<file path="config.mk">
export PLATFORM = sky130hd
export DESIGN_NAME = mux_scan_ctrl
export DESIGN_NICKNAME = d
export VERILOG_FILES = /design/src/rtl/mux_scan_ctrl_pkg.sv /design/src/rtl/mux_scan_ctrl_settle_timer.sv /design/src/rtl/mux_scan_ctrl.sv
export SDC_FILE = /design/constraint.sdc
export NUM_CORES = 1
export LEC_CHECK = 0
export CORE_MARGIN = 10
export CORE_UTILIZATION = 50
export CTS_CLUSTER_DIAMETER = 60
export DETAILED_ROUTE_END_ITERATION = 7
export PLACE_DENSITY = 0.83
export REMOVE_ABC_BUFFERS = 1
export SETUP_SLACK_MARGIN = 0.5
export SLEW_MARGIN = 20
export SYNTH_ARGS = -nofsm -noshare
export SYNTH_HDL_FRONTEND = slang
export SYNTH_SLANG_ARGS = --single-unit
</file>
<file path="constraint.sdc">
create_clock -name Clock -period 3.05 [get_ports Clock]
set_clock_uncertainty 0.2 [all_clocks]
set_input_delay 0.61 -clock Clock [delete_from_list [all_inputs] [get_ports Clock]]
set_output_delay 0.61 -clock Clock [all_outputs]
set_load 0.02 [all_outputs]
</file>
<file path="src/rtl/mux_scan_ctrl_pkg.sv">
// Shared definitions for the mux scan sequencer: channel count, widths, states.
// Latency: n/a (types and constants only).
// Backpressure: n/a.
package mux_scan_ctrl_pkg;

    localparam int NCH   = 16;
    localparam int SEL_W = 4;
    localparam int CNT_W = 4;

    localparam logic [SEL_W-1:0] LAST_CH = SEL_W'(NCH - 1);

    typedef enum logic [1:0] {
        ST_IDLE = 2'b00,
        ST_WAIT = 2'b01,
        ST_DONE = 2'b10
    } state_e;

endpackage

</file>
<file path="src/rtl/mux_scan_ctrl_settle_timer.sv">
// Loadable 4-bit down-counter with zero flag; times the per-channel settle slot.
// Latency: load/decrement visible one edge later; zero flag is combinational.
// Backpressure: none; decrement saturates at zero.
module mux_scan_ctrl_settle_timer
    import mux_scan_ctrl_pkg::*;
(
    input  logic             Clock,
    input  logic             Resetn,
    input  logic             load,
    input  logic [CNT_W-1:0] load_val,
    input  logic             dec,
    output logic             zero
);

    logic [CNT_W-1:0] cnt_q;
    logic [CNT_W-1:0] cnt_d;

    // Load wins over decrement; never count below zero.
    always_comb begin
        cnt_d = cnt_q;
        if (load) begin
            cnt_d = load_val;
        end else if (dec && (cnt_q != '0)) begin
            cnt_d = cnt_q - 1'b1;
        end
    end

    // Counter register.
    always_ff @(posedge Clock or negedge Resetn) begin
        if (!Resetn) begin
            cnt_q <= '0;
        end else begin
            cnt_q <= cnt_d;
        end
    end

    assign zero = (cnt_q == '0);

endmodule

</file>
<file path="src/rtl/mux_scan_ctrl.sv">
// Steps the mux select through all 16 channels, samples f per channel into a snapshot word.
// Latency: each channel takes SETTLE+1 edges; Valid rises 16*(SETTLE+1) edges after Start.
// Backpressure: Valid/Sample held in DONE until Ack; Start ignored while busy or unacknowledged.
module mux_scan_ctrl
    import mux_scan_ctrl_pkg::*;
#(
    parameter int SETTLE = 1
) (
    input  logic             Clock,
    input  logic             Resetn,
    input  logic             Start,
    input  logic             f,
    input  logic             Ack,
    output logic [SEL_W-1:0] S16,
    output logic [NCH-1:0]   Sample,
    output logic             Busy,
    output logic             Valid
);

    localparam logic [CNT_W-1:0] SETTLE_V = CNT_W'(SETTLE);

    state_e           state_q, state_d;
    logic [SEL_W-1:0] s16_q, s16_d;
    logic [NCH-1:0]   sample_q, sample_d;
    logic             tmr_load;
    logic             tmr_dec;
    logic             tmr_zero;

    mux_scan_ctrl_settle_timer u_timer (
        .Clock    (Clock),
        .Resetn   (Resetn),
        .load     (tmr_load),
        .load_val (SETTLE_V),
        .dec      (tmr_dec),
        .zero     (tmr_zero)
    );

    // Scan sequencing: launch, per-channel settle/sample, hold result until acknowledged.
    always_comb begin
        state_d  = state_q;
        s16_d    = s16_q;
        sample_d = sample_q;
        tmr_load = 1'b0;
        tmr_dec  = 1'b0;
        case (state_q)
            ST_IDLE: begin
                if (Start) begin
                    state_d  = ST_WAIT;
                    s16_d    = '0;
                    tmr_load = 1'b1;
                end
            end
            ST_WAIT: begin
                if (!tmr_zero) begin
                    tmr_dec = 1'b1;
                end else begin
                    // Last edge of this channel's slot: select has been stable SETTLE+1 cycles.
                    sample_d[s16_q] = f;
                    if (s16_q == LAST_CH) begin
                        state_d = ST_DONE;
                    end else begin
                        s16_d    = s16_q + 1'b1;
                        tmr_load = 1'b1;
                    end
                end
            end
            ST_DONE: begin
                if (Ack) begin
                    if (Start) begin
                        // Back-to-back scan: the acknowledging edge also launches the next scan.
                        state_d  = ST_WAIT;
                        s16_d    = '0;
                        tmr_load = 1'b1;
                    end else begin
                        state_d = ST_IDLE;
                    end
                end
            end
            default: begin
                state_d = ST_IDLE;
            end
        endcase
    end

    // State, select and snapshot registers.
    always_ff @(posedge Clock or negedge Resetn) begin
        if (!Resetn) begin
            state_q  <= ST_IDLE;
            s16_q    <= '0;
            sample_q <= '0;
        end else begin
            state_q  <= state_d;
            s16_q    <= s16_d;
            sample_q <= sample_d;
        end
    end

    assign S16    = s16_q;
    assign Sample = sample_q;
    assign Busy   = (state_q == ST_WAIT);
    assign Valid  = (state_q == ST_DONE);

endmodule

</file>
==> results.json <==
{
  "synth_ff_type": "dfrtp_1",
  "ys_ff_latch": 26,
  "synth_cells": 114,
  "core_um2": 2540,
  "clkPwrFrac": 0.098,
  "root_buffer": "clkbuf_4",
  "slew_headroom": 0.661,
  "cts_tree": "done",
  "synth_top_family_by_area": "simple AND/OR/NAND/NOR gates",
  "dr.pass1.iters": 4,
  "post-route-period-util": 0.784,
  "synth-compound-area-share": 0.0744,
  "met3_usage": 0.0435,
  "synth_top_area_frac": 0.472,
  "pwr_density_cell_nw_per_um2": 868,
  "cts_buffers": 3,
  "synth-simple-area-share": 0.180,
  "ir_drop_uv": 568,
  "hold_path.class": "flop to flop",
  "synth_edf_count": 0,
  "worstSetupEndpointType": "output pin",
  "syn2layout_area_growth_pct": 21.5,
  "tns_ns": 0,
  "synth_common_cells": "26 x dfrtp_1, 17 x nand3_1, 9 x mux2_4",
  "maxSlewViolCount": 0,
  "status": "completed",
  "cts.sinks": 26,
  "ys_top_cells_by_area": "dfrtp_1 47%, mux2_4 9.8%, nand3_1 6.2%",
  "yosysTopAreaCell": "dfrtp_1",
  "grt_setup_unrepaired": "false",
  "pin_count": 27,
  "drv_cap": 0,
  "grt_pass1_vias": 1076,
  "fin_nets": 154,
  "cts_setup_buffers": 0,
  "fill_cells": 206,
  "grt_max_degree": 27,
  "pwr-share-comb": 0.528,
  "overflow": 0,
  "hold_viol": 0,
  "internal_power_mw": 0.858,
  "fin_area_um2": 1680,
  "total_power_mw": 1.45,
  "startpoint_type": "flop",
  "muxShareOfSynthArea": 0.162,
  "dp_slack_ns": 0.804,
  "ant_nets": 0,
  "clk_pin_slew_ns": 0.14,
  "fp.dieArea_um2": 5260,
  "ys_seq_area_frac": 0.472,
  "p_seq_frac": 0.374,
  "grt_pass1_wl_mm": 5.06,
  "async_flop_share": 1.00,
  "syn_area_um2": 1380,
  "clk_path_buf_depth": 2,
  "min_period_ns": 2.39,
  "timing.hold.ws_ns": 0.327,
  "grt_usage": 0.116,
  "critPathArrivalTime_ns": 1.58,
  "viasPerCell": 5.58,
  "swShare": 0.410,
  "cp.required_ns": 2.24,
  "antenna_found_initial": 0,
  "synth_cell_types": 37,
  "p_leak_nw": 0.724,
  "hold_buffers": 0,
  "max_freq_mhz": 418,
  "drc_errors": 0,
  "start_util": 0.542,
  "ys.warnings.count": 0,
  "crit_fanout": 4,
  "setup_viol": 0,
  "htreeDepth": 1,
  "drt-total-wl_mm": 2.87,
  "place_area_um2": 1650,
  "numPortBuffers": 26,
  "vias": 955,
  "worst_slack_ns": 0.660,
  "grt_use_met2": 0.191,
  "synth_fa_ha_area_frac": 0.0544,
  "drtIter0Drc": 60,
  "routedWlPerCell_um": 16.8,
  "drive_above_1_share": 0.199,
  "place.gp.congestion": 0.756,
  "yosysMostFrequentCell": "dfrtp_1",
  "dp_hpwl_mm": 2.19,
  "p_switching_mw": 0.596,
  "rows": 18,
  "die_x_um": 72.5,
  "worstSkewPairLatency_ns": 0.31,
  "crit_type": "flop to output pin",
  "avgSynthCellArea_um2": 12.1,
  "tightest_slew_ns": 0.507,
  "num_antenna_cells": 0,
  "synth_xor_area_frac": 0.0191,
  "use_met1": 0.138,
  "grt_busiest_layer": "met2",
  "fp.dieH_um": 72.5
}
## registers in the layout, summed over array words and instances (netlist names)
| signal | cells |
|---|---|
| S16 | 4 |
| u_timer.cnt_q | 4 |
| Sample | 16 |
| state_q | 2 |
## critical path, stage by stage (launching register included)
cell	delay, ns
dfrtp_1	0.45
inv_1	0.10
nor2_1	0.10
clkdlybuf4s50_1	0.61
## placed cells by master, fill, tap and decap left out, types with 3 or more instances in the layout
| cell | count |
|---|---|
| mux2_4 | 9 |
| mux2_2 | 7 |
| clkbuf_4 | 3 |
| ha_1 | 6 |
| nand3_1 | 17 |
| nor2_1 | 5 |
| o21ai_0 | 4 |
| clkdlybuf4s50_1 | 25 |
| inv_1 | 5 |
| dfrtp_1 | 26 |
## layout make-up
type                    instances  area (um^2)  share of cell area
clock buffers                   3         22.5              0.0134
well taps                      30         37.5              0.0224
multi-input cells              79          676               0.403
inverters                       6         22.5              0.0134
repair buffers                 27          267               0.159
flip-flops and latches         26          651               0.388
## logic make-up (layout without fill, tap and decap cells)
logic type      after synthesis  after routing
compound gates               13             13
fa+ha+maj                     6              6
xor+xnor                      3              3
mux                          17             17
buf+inv                       9             36
simple gates                 40             40
flops                        26             26
## power groups by stage
stage	combinational, mW	sequential (mW)	clock [mW]
global placement	0.753	0.543	0
global route	0.840	0.561	0.165
detailed placement	0.773	0.551	0
CTS	0.776	0.544	0.146
finish	0.767	0.544	0.142
floorplan	0.411	0.627	0
## timing repair
item,in CTS,in global routing
hold endpoints to repair,0,0
resized for setup,1,0
setup endpoints to repair,1,0
## metrics by stage
step,utilization,instances
2_1_floorplan,-,111
3_3_place_gp,0.650,168
3_5_place_dp,0.650,168
4_1_cts,0.658,171
5_1_grt,0.658,171
6_report,0.658,171
## final timing paths
path | from | slack (ns) | to | cells after the start
worst max-delay path | state_q[1] | 0.66 | Valid | 3
worst min-delay path | Sample[5] | 0.33 | Sample[5] | 1
worst max register to register | u_timer.cnt_q[1] | 0.83 | Sample[15] | 6
worst min register to register | Sample[5] | 0.33 | Sample[5] | 1
max in group asynchronous | Resetn | 1.96 | u_timer.cnt_q[1] | 2
min in group asynchronous | Resetn | 0.44 | Sample[15] | 2
## metal layers
layer,vias up,wire length (um)
li1,465,-
met1,459,1210
met2,29,1430
met3,2,223
met4,0,8
met5,-,0
(Power assumes the default switching activity.)
